`src/rtl/dmem_write_buffer.sv`:
```
// Posted-write buffer between the CPU data port and data memory.
// Stores queue in a DEPTH-entry FIFO and drain over a req/ack handshake;
// loads are forwarded from pending stores (youngest match wins).
// Optional store coalescing into the tail-most entry: define WBUF_COALESCE_EN.
module dmem_write_buffer #(
  parameter int DEPTH = 4,
  parameter int AW    = 16,
  parameter int DW    = 16
) (
  input  logic                         clock,
  input  logic                         reset,
  input  logic [AW-1:0]                d_addr,
  input  logic [DW-1:0]                d_dataout,
  input  logic                         d_we,
  output logic [DW-1:0]                d_datain,
  output logic                         stall,
  output logic [AW-1:0]                mem_raddr,
  input  logic [DW-1:0]                mem_rdata,
  output logic [AW-1:0]                mem_waddr,
  output logic [DW-1:0]                mem_wdata,
  output logic                         mem_wreq,
  input  logic                         mem_wack,
  output logic [$clog2(DEPTH+1)-1:0]   count,
  output logic                         empty
);

  localparam int PW = $clog2(DEPTH);
  localparam int CW = $clog2(DEPTH+1);

  typedef enum logic {IDLE, REQ} state_t;

  state_t          state_q, state_d;
  logic [AW-1:0]   addr_q [DEPTH];
  logic [DW-1:0]   data_q [DEPTH];
  logic [PW-1:0]   head_q, tail_q, last_idx, fwd_idx;
  logic [CW-1:0]   count_q;
  logic            full, coal, push, pop, load_head;
  logic [DW-1:0]   head_data;

  assign full     = (count_q == CW'(DEPTH));
  assign last_idx = tail_q - PW'(1);

`ifdef WBUF_COALESCE_EN
  // The in-flight head must not change under an outstanding request.
  assign coal = d_we && (count_q != '0) && (addr_q[last_idx] == d_addr) &&
                !((state_q == REQ) && (count_q == CW'(1)));
`else
  assign coal = 1'b0;
`endif

  // Full check uses the registered count only, so no path from mem_wack.
  assign stall = d_we & full & ~coal;
  assign push  = d_we & ~full & ~coal;
  assign pop   = (state_q == REQ) & mem_wack;

  // A coalesce into the head while IDLE lands on the same edge the head is
  // captured for draining, so the new data must bypass the entry array.
  assign head_data = (coal && (last_idx == head_q)) ? d_dataout : data_q[head_q];

  assign mem_raddr = d_addr;
  assign mem_wreq  = (state_q == REQ);
  assign count     = count_q;
  assign empty     = (count_q == '0);

  // Drain FSM next-state: IDLE captures the head whenever entries exist.
  always_comb begin
    state_d   = state_q;
    load_head = 1'b0;
    case (state_q)
      IDLE: begin
        if (count_q != '0) begin
          load_head = 1'b1;
          state_d   = REQ;
        end
      end
      REQ: begin
        if (mem_wack) state_d = IDLE;
      end
      default: state_d = IDLE;
    endcase
  end

  // Control state, pointers, occupancy and the drain request registers.
  always_ff @(posedge clock or negedge reset) begin
    if (!reset) begin
      state_q   <= IDLE;
      head_q    <= '0;
      tail_q    <= '0;
      count_q   <= '0;
      mem_waddr <= '0;
      mem_wdata <= '0;
    end else begin
      state_q <= state_d;
      if (push) tail_q <= tail_q + PW'(1);
      if (pop)  head_q <= head_q + PW'(1);
      count_q <= count_q + CW'(push) - CW'(pop);
      if (load_head) begin
        mem_waddr <= addr_q[head_q];
        mem_wdata <= head_data;
      end
    end
  end

  // Entry storage: validity comes from head/count, so no reset is needed.
  always_ff @(posedge clock) begin
    if (push) begin
      addr_q[tail_q] <= d_addr;
      data_q[tail_q] <= d_dataout;
    end else if (coal) begin
      data_q[last_idx] <= d_dataout;
    end
  end

  // Load forwarding: walk oldest to youngest so the youngest match wins.
  always_comb begin
    d_datain = mem_rdata;
    fwd_idx  = head_q;
    for (int i = 0; i < DEPTH; i++) begin
      fwd_idx = head_q + PW'(i);
      if ((CW'(i) < count_q) && (addr_q[fwd_idx] == d_addr))
        d_datain = data_q[fwd_idx];
    end
  end

endmodule
```
`config.mk`:
```
export PLATFORM = sky130hd
export DESIGN_NAME = dmem_write_buffer
export DESIGN_NICKNAME = d
export VERILOG_FILES = /design/src/rtl/dmem_write_buffer.sv
export SDC_FILE = /design/constraint.sdc
export NUM_CORES = 1
export LEC_CHECK = 0
export BUFFER_PORTS_ARGS = -buffer_cell sky130_fd_sc_hd__buf_4
export CORE_ASPECT_RATIO = 1.2
export CORE_MARGIN = 1.5
export CORE_UTILIZATION = 59
export DETAILED_ROUTE_END_ITERATION = 16
export PLACE_DENSITY = 0.81
export SYNTH_ARGS = -nofsm -noshare
export SYNTH_HDL_FRONTEND = slang
export SYNTH_SLANG_ARGS = --single-unit
```
`constraint.sdc`:
```
create_clock -name clock -period 4.4 [get_ports clock]
set_input_delay 0.22 -clock clock [delete_from_list [all_inputs] [get_ports clock]]
set_output_delay 0.22 -clock clock [all_outputs]
set_load 0.05 [all_outputs]
```
==> results_dict.tcl, run 1 <==
set metrics [dict create \
    powerDensity_nw_per_um2 706 \
    synth.area.mux_share_pct 23.2 \
    setup_violations 0 \
    ys_seq_area_share_pct 48.1 \
    vias 7068 \
    hpwl_um 15800 \
    max_freq_ghz 0.243 \
    antenna_found_initial 0 \
    grt_max_degree 79 \
    grt_pass1_wl_um 36900 \
    worstPathArrival_ps 3890 \
    rows 52 \
    status "finished, final reports clean" \
    first_pass_iters 5 \
    viasPerCell 6.05 \
    synth-xor-area-share_pct 6.52 \
    post-synth-top-area-cell "edfxtp_1" \
    first_iter_violations 537 \
    avgSynthCellArea_sq_um 11.9 \
    min_path_type "in2reg" \
    cts_buffer_depth 2 \
    synth-seq-cells 168 \
    ant_nets 0 \
    core_area_sq_um 16800 \
    synth_cell_types 50 \
    cts_root_buf "clkbuf_16" \
    die_w_um 122 \
    synth_compound_gate_area_share_pct 8.54 \
    synth_flop_cell "edfxtp_1" \
    fill_cells 1170 \
    end_kind "primary output" \
    worstSetupStartpointType "register" \
    die_height_um 146 \
    path_max_fanout 25 \
    wl_per_cell_um 20.1 \
    synth_top_family_by_area "multiplexers" \
    cap_violations 0 \
    drcViolationCount 0 \
    syn_to_final_growth_pct 16.8 \
    synth_area_sq_um 10100 \
    final_common_cell "buf_4" \
    gp_congestion 0.901 \
    finalPower_uw 8310 \
    tns_ps 0 \
    tritoncts "built" \
    synth-edff-count 128 \
    synth_top_area_share_pct 38.2 \
    fin_nets 1000 \
    slew_viol_final 0 \
    cts_buffers 17 \
    htreeDepth 4 \
    syn_inst 845 \
    clkSinkCount 168 \
    synth_area_leaders "edfxtp_1, mux2i_1, dfrtp_1, mux2_2, xnor2_1" \
    layout-drive-gt1-share_pct 28.0 \
    period_needed_ps 4110 \
    tightest_slew_ps 956 \
    async_reset_ff_share_pct 23.8 \
    grt_use_total_pct 27.0 \
    io_buffers 121 \
    required_ps 4180 \
    start_util_pct 60.0 \
    pin_count 122 \
    layout_worst_path_cycle_share_pct 93.4 \
    synth_nets 906 \
    grt.overflow.total 0 \
    synth_fa_ha_area_share_pct 1.19 \
    clk_pin_slew_worst_paths_ps 70 \
    ir_worst_vdd_mv 0.339 \
    layout_common_cells "buf_4, edfxtp_1, mux2i_1, nand2_1, xnor2_1" \
    p_leak_uw 0.00466 \
    rsz0062_at_grt "no" \
    clk_latency_ps 430 \
    clock_skew_ps 8.33 \
    critPathKind "reg2out" \
    hold_viol 0 \
    die_area_sq_um 17900 \
    n_antenna_cell 0 \
    slew-limit-headroom_pct 36.2 \
    wirelength_um 23500 \
    first_global_vias 6993 \
    post_synth_and_or_nand_nor_area_fraction_pct 7.69 \
    yosys_warnings 0 \
]
-- area by class of cell --
class | instances | area (sq um) | share of cell area, %
sequential | 168 | 4850 | 41.2
multi-input combinational | 584 | 4770 | 40.6
timing repair buffer | 157 | 1240 | 10.5
clock buffer | 19 | 443 | 3.76
tap | 216 | 270 | 2.30
clock inverter | 13 | 146 | 1.24
inverter | 11 | 41.3 | 0.351
-- metal layers --
metal | vias to the layer above | track usage, % | share of wire, %
met5 | - | 0 | 0
met4 | 0 | 11.7 | 3.4
met3 | 58 | 4.65 | 5.2
met2 | 258 | 45.2 | 50
met1 | 3468 | 34.4 | 41
li1 | 3284 | - | -
-- final timing paths --
| check | startpoint | endpoint | slack [ps] | cells past startpoint |
|---|---|---|---|---|
| worst min-delay path | d_addr[10] | addr_q[0][10] | 80 | 1 |
| min in group asynchronous | reset | mem_wdata[2] | 350 | 2 |
| worst min register to register | mem_waddr[9] | mem_waddr[9] | 480 | 2 |
| worst max register to register | count[0] | data_q[1][2] | 1810 | 4 |
| max in group asynchronous | reset | head_q[1] | 3570 | 2 |
| worst max-delay path | head_q[1] | d_datain[2] | 290 | 11 |
-- power breakdown --
part	switching, uW	internal (uW)	leakage (uW)	total [uW]
clock network	639	859	0.000285	1500
logic	2610	1690	0.00274	4310
registers	326	2180	0.00164	2500
-- stage by stage --
step / area (sq um) / instances / hold WS, ps / worst slack, ps / util [%]
5_1_grt: 11800 / 1168 / 72.8 / 81.0 / 70.1
4_1_cts: 11700 / 1167 / 62.5 / 213 / 69.9
6_report: 11800 / 1168 / 82.9 / 291 / 70.1
2_1_floorplan: 10100 / 845 / -75.6 / 913 / -
3_3_place_gp: 11000 / 1118 / 261 / 747 / 65.4
3_5_place_dp: 11000 / 1118 / 266 / 700 / 65.4
-- logic make-up (layout without fill, tap and decap cells) --
logic type	Yosys count	count (layout)
XOR/XNOR	75	75
flip-flops	168	168
AND/OR/NAND/NOR	175	175
AO/OA/AOI/OAI	121	121
buffers and inverters	93	200
adder cells (fa/ha/maj)	9	9
multiplexers	204	204
-- registers in the layout (all words and copies together), names as in the netlist --
| name | count |
|---|---|
| head_q | 2 |
| tail_q | 2 |
| addr_q | 64 |
| data_q | 64 |
| count | 3 |
| mem_wdata | 16 |
| mem_waddr | 16 |
| mem_wreq | 1 |
-- Yosys cell counts (8+ instances only) --
library cell / instances
edfxtp_1: 128
mux2i_1: 126
nand2_1: 77
xnor2_1: 57
mux2_2: 53
nor2_1: 42
dfrtp_1: 40
a21oi_1: 37
clkbuf_1: 34
o211ai_1: 27
nand3_1: 20
buf_4: 18
xor2_1: 18
a21o_1: 16
mux4_2: 14
buf_2: 13
nor3_1: 12
buf_1: 11
inv_1: 10
mux2_4: 10
o211ai_2: 10
ha_1: 8
-- worst max-delay path, cell delays in order, from the launching register on --
cell	delay, ps
dfrtp_4	610
buf_12	240
mux2i_1	320
mux2i_1	200
xor2_1	190
nor4_1	570
nand3_2	160
buf_4	280
mux2_2	320
o211ai_1	170
o211ai_1	120
buf_4	230
-- timing repair --
| item | in CTS | in global routing |
|---|---|---|
| endpoints found under the setup margin | 0 | 1 |
| setup buffers | 0 | 1 |
| hold buffers | 17 | 0 |
| gates resized for setup | 0 | 3 |
| hold endpoints to repair | 104 | 0 |
Note: power is estimated with default switching activity, not from simulation.
==> run 2: changes to the inputs <==
GPL_TIMING_DRIVEN = 0   (was unset)
==> run 2 against run 1 <==
Net effect:
- register-to-register slack got worse by 690 ps
- maximum frequency fell by 6.5%
- critical path depth rose by 5
- clock-buffer cell count rose by 2
- hold slack got worse by 79 ps
- utilization rose by 3.1 points
- highest routed layer unchanged
==> results_dict.tcl, run 2 (synthesized netlist as in run 1, its figures left out) <==
set metrics [dict create \
    vias 7876 \
    io_buffers 121 \
    htreeDepth 4 \
    ant_nets 0 \
    tritoncts "built" \
    p_int_uw 4880 \
    n_antenna_cell 0 \
    p_leak_uw 0.00490 \
    pin_count 122 \
    fill_cells 1199 \
    wirelength_um 29100 \
    seqPwrFrac_pct 27.4 \
    cts_buffer_depth 2 \
    cap_violations 0 \
    die_w_um 122 \
    rsz0062_at_grt "no" \
    rows 52 \
    gp_congestion 0.947 \
    min_path_type "in2reg" \
    die_height_um 146 \
    critPathTopFamily "buffers and inverters" \
    comb_power_share_pct 55.2 \
    setup_violations 0 \
    path_max_fanout 10 \
    clock_skew_ps 10.8 \
    first_iter_violations 893 \
    path_buf_inv 8 \
    first_global_vias 7837 \
    finalPower_uw 8830 \
    required_ps 4180 \
    clk_latency_ps 450 \
    clk_pin_slew_worst_paths_ps 60 \
    slew-limit-headroom_pct 38.2 \
    powerDensity_nw_per_um2 719 \
    cp_common_cell "buf_6" \
    critPathKind "reg2out" \
    clkSinkCount 168 \
    r2r_slack_ps 1120 \
    core_area_sq_um 16800 \
    wl_per_cell_um 23.3 \
    grt_use_total_pct 32.4 \
    reg_top3 "addr_q x64, data_q x64" \
    grt.overflow.total 0 \
    start_util_pct 60.0 \
    grt_pass1_wl_um 43100 \
    tns_ps 0 \
    whs_ps 3.71 \
    final_common_cell "buf_4" \
    viasPerCell 6.31 \
    end_kind "primary output" \
    worstSetupStartpointType "register" \
    cpMaxStageDelayCell "dfrtp_1" \
    max_freq_ghz 0.227 \
    ir_worst_vdd_mv 0.380 \
    cts_root_buf "clkbuf_16" \
    slowest_delay_ps 340 \
    slew_viol_final 0 \
    path_cells "buf_6 -> buf_6 -> buf_6 -> buf_6 -> buf_6 -> mux4_2 -> xnor2_1 -> nand4_1 -> a2111oi_2 -> nand4b_1 -> buf_4 -> clkbuf_2 -> a21o_1 -> o211ai_2 -> o211ai_1 -> buf_4" \
    fin_nets 1080 \
    drcViolationCount 0 \
    syn_to_final_growth_pct 22.0 \
    period_needed_ps 4400 \
    sw_frac_of_total_pct 44.7 \
    first_pass_iters 5 \
    tightest_slew_ps 927 \
    grt_max_degree 41 \
    hold_viol 0 \
    hpwl_um 19700 \
    status "finished, final reports clean" \
    antenna_found_initial 0 \
    layout_common_cells "buf_4, edfxtp_1, mux2i_1, nand2_1, xnor2_1" \
    layout-drive-gt1-share_pct 29.5 \
    switchingPower_uw 3940 \
    layout_worst_path_cycle_share_pct 99.9 \
    die_area_sq_um 17900 \
    cts_buffers 17 \
    power.clock.fraction_pct 17.4 \
    worstPathArrival_ps 4180 \
]
==> run 2: power groups by stage <==
| stage | combinational (uW) | clock, uW | sequential (uW) |
|---|---|---|---|
| after floorplan | 2780 | 0 | 2960 |
| after global placement | 4570 | 0 | 2430 |
| after detailed placement | 4710 | 0 | 2440 |
| after CTS | 4770 | 1530 | 2410 |
| after global routing | 5100 | 1600 | 2450 |
| final | 4870 | 1530 | 2420 |
==> run 2: per-stage QoR <==
stage / cells / cell area [sq um] / util, % / setup slack [ps]
detailed placement: 1186 / 11300 / 67.5 / -198
global placement: 1182 / 11200 / 67.0 / -231
global route: 1248 / 12300 / 73.2 / 32.1
floorplan: 845 / 10100 / - / 913
finish: 1248 / 12300 / 73.2 / 2.81
CTS: 1245 / 12200 / 72.7 / 11.9
==> run 2: final timing paths <==
check                             start      endpoint  depth (start not counted)
hold / removal                d_addr[1]  addr_q[1][1]                          1
setup reg to reg              head_q[0]     head_q[1]                         10
max in group asynchronous         reset  mem_waddr[3]                          2
setup / recovery              head_q[1]  d_datain[12]                         16
hold reg to reg            mem_wdata[3]  mem_wdata[3]                          1
min in group asynchronous         reset  mem_wdata[2]                          2
==> run 2: final cells by class <==
cell class	count	area, sq um	area share (%)
Timing Repair Buffer	156	1290	10.5
Inverter	11	45.0	0.367
Clock buffer	21	450	3.67
Sequential cell	168	4840	39.4
Multi-Input combinational cell	584	4790	39.0
Tap cell	216	270	2.20
Clock inverter	11	146	1.19
Buffer	81	449	3.66
==> run 2: what timing repair did <==
action                                  in CTS  in global routing
hold endpoints to repair                   132                 16
resized for setup                            7                 14
hold buffers                                24                  4
endpoints found under the setup margin      16                 15
setup buffers                                3                  0
pin swaps                                    2                  0
==> run 2: per-layer routing <==
metal	vias to the layer above	share of wire, %	GRT usage [%]
met5	-	0	0
met4	0	5.2	17.8
met3	115	7.0	5.70
met2	478	50	54.1
met1	3835	38	39.5
li1	3448	-	-
==> run 3: changes to the inputs <==
RECOVER_POWER = 50   (was unset)
SETUP_SLACK_MARGIN = 0.02   (was unset)
==> run 3 against run 2 <==
Net effect:
- the run now ends with max-capacitance violations, max-slew violations left
- critical path depth unchanged
- design area decreased by 2.1%
- clock skew increased by 1.6 ps
- cell count unchanged
- non-clock buffer count unchanged
- critical path type unchanged
- largest cell class unchanged
==> results_dict.tcl, run 3 (synthesized netlist as in run 1, its figures left out) <==
set metrics [dict create \
    status "finished, violations left" \
    violations "max-capacitance violations, max-slew violations" \
    first_pass_iters 7 \
    slew-limit-headroom_pct -75.8 \
    max_freq_ghz 0.227 \
    required_ps 4180 \
    start_util_pct 60.0 \
    critPathKind "reg2out" \
    slew_viol_final 41 \
    layout_common_cells "edfxtp_1, mux2i_1, clkbuf_1, nand2_1, buf_4" \
    tightest_slew_ps 2640 \
    end_kind "primary output" \
    hold_viol 0 \
    tns_ps 0 \
    drcViolationCount 0 \
    cpMaxStageDelayCell "dfrtp_1" \
    clk_latency_ps 440 \
    ant_nets 0 \
    slowest_delay_ps 340 \
    n_antenna_cell 0 \
    setup_violations 0 \
    period_needed_ps 4400 \
    cts_buffers 17 \
    cp-startpoint "head_q[1]" \
    first_global_vias 7854 \
    path_cells "buf_6 -> buf_6 -> buf_6 -> buf_6 -> buf_6 -> mux4_2 -> xnor2_1 -> nand4_1 -> a2111oi_2 -> nand4b_1 -> buf_4 -> clkbuf_2 -> a21o_1 -> o211ai_2 -> o211ai_1 -> buf_4" \
    die_w_um 122 \
    syn_to_final_growth_pct 19.4 \
    clk_pin_slew_worst_paths_ps 60 \
    die_height_um 146 \
    htreeDepth 4 \
    path_buf_inv 8 \
    antenna_found_initial 0 \
    viasPerCell 6.34 \
    grt.overflow.total 0 \
    r2r_slack_ps 1130 \
    fin_nets 1080 \
    gp_congestion 0.947 \
    hpwl_um 19700 \
    io_buffers 121 \
    p_leak_uw 0.00466 \
    whs_ps 125 \
    tritoncts "built" \
    place_area_sq_um 11300 \
    clock_skew_ps 12.4 \
    wirelength_um 28900 \
    reg2regPathDepth 10 \
    worstSetupStartpointType "register" \
    grt_pass1_wl_um 43100 \
    critPathTopFamily "buffers and inverters" \
    grt_use_total_pct 32.4 \
    holdPathEnd "addr_q[1][1]" \
    cap_violations 1 \
    vias 7907 \
    reg2reg_to "head_q[1]" \
    place_inst 1186 \
    core_area_sq_um 16800 \
    finalNonFillerCells 1248 \
    layout_worst_path_cycle_share_pct 100 \
    grt_max_degree 41 \
    min_from "d_addr[1]" \
    rows 52 \
    reg_top3 "addr_q x64, data_q x64" \
    min_path_type "in2reg" \
    cp_common_cell "buf_6" \
    cts_root_buf "clkbuf_16" \
    rsz0062_at_grt "no" \
    wl_per_cell_um 23.1 \
    layout-drive-gt1-share_pct 22.9 \
    clkSinkCount 168 \
    path_max_fanout 10 \
    fin_util_pct 71.7 \
    cts_buffer_depth 2 \
    final_common_cell "edfxtp_1" \
    min_path_cells 1 \
    first_iter_violations 852 \
    final_area_sq_um 12000 \
    powerDensity_nw_per_um2 722 \
    worstPathArrival_ps 4180 \
    r2r_start "head_q[0]" \
    pin_count 122 \
    die_area_sq_um 17900 \
    ir_worst_vdd_mv 0.376 \
]
run 3: changes by cell type in the layout (fill, tap and decap cells not counted), sizes merged:
cell    delta
buf       -67
clkbuf    +67
run 3: metal layers:
metal	part of all wire, %	track usage, %	vias up
met5	0	0	-
met4	5.3	18.4	0
met3	7.6	5.70	116
met2	50	54.0	508
met1	37	39.4	3833
li1	-	-	3450
run 3: report_power, final:
part	total, uW	internal (uW)	switching, uW
combinational	4740	1670	3070
clock	1530	908	621
sequential	2420	2170	244
total	8680	4750	3930
run 3: how the worst max path moves through the flow:
stage                              end  cells after the start
final                     d_datain[12]                     16
after global routing      d_datain[12]                     13
after CTS                 d_datain[14]                     11
after detailed placement  d_datain[14]                     12
after global placement    d_datain[13]                     12
after floorplan           d_datain[10]                     11
run 3: timing repair:
action / in CTS / in global routing
setup buffers: 3 / 0
hold buffers: 24 / 4
resized for setup: 8 / 12
cloned: 0 / 0
endpoints found under the setup margin: 16 / 16
hold endpoints to repair: 132 / 16
pin swaps: 2 / 0
run 3: cell type report:
class / count / area [sq um]
buffer: 81 / 449
clock buffer: 21 / 450
clock inverter: 11 / 146
fill: 1256 / 4760
inverter: 11 / 45.0
multi-input combinational: 584 / 4780
sequential: 168 / 4840
tap: 216 / 270
timing repair buffer: 156 / 1040
run 3: metrics by stage:
step | worst slack (ps) | power (uW)
after CTS | 21.2 | 8710
after global placement | -231 | 7000
after floorplan | 913 | 5740
final | 0.183 | 8680
after detailed placement | -198 | 7150
after global routing | 32.0 | 9000
run 3: worst register-to-register path: cells and delay by family (launching register included):
family	cells	cell delay, ps
xor gates and xnor gates	1	160
buffers and inverters	8	2530
DFF	1	330
and+or+nand+nor	1	120
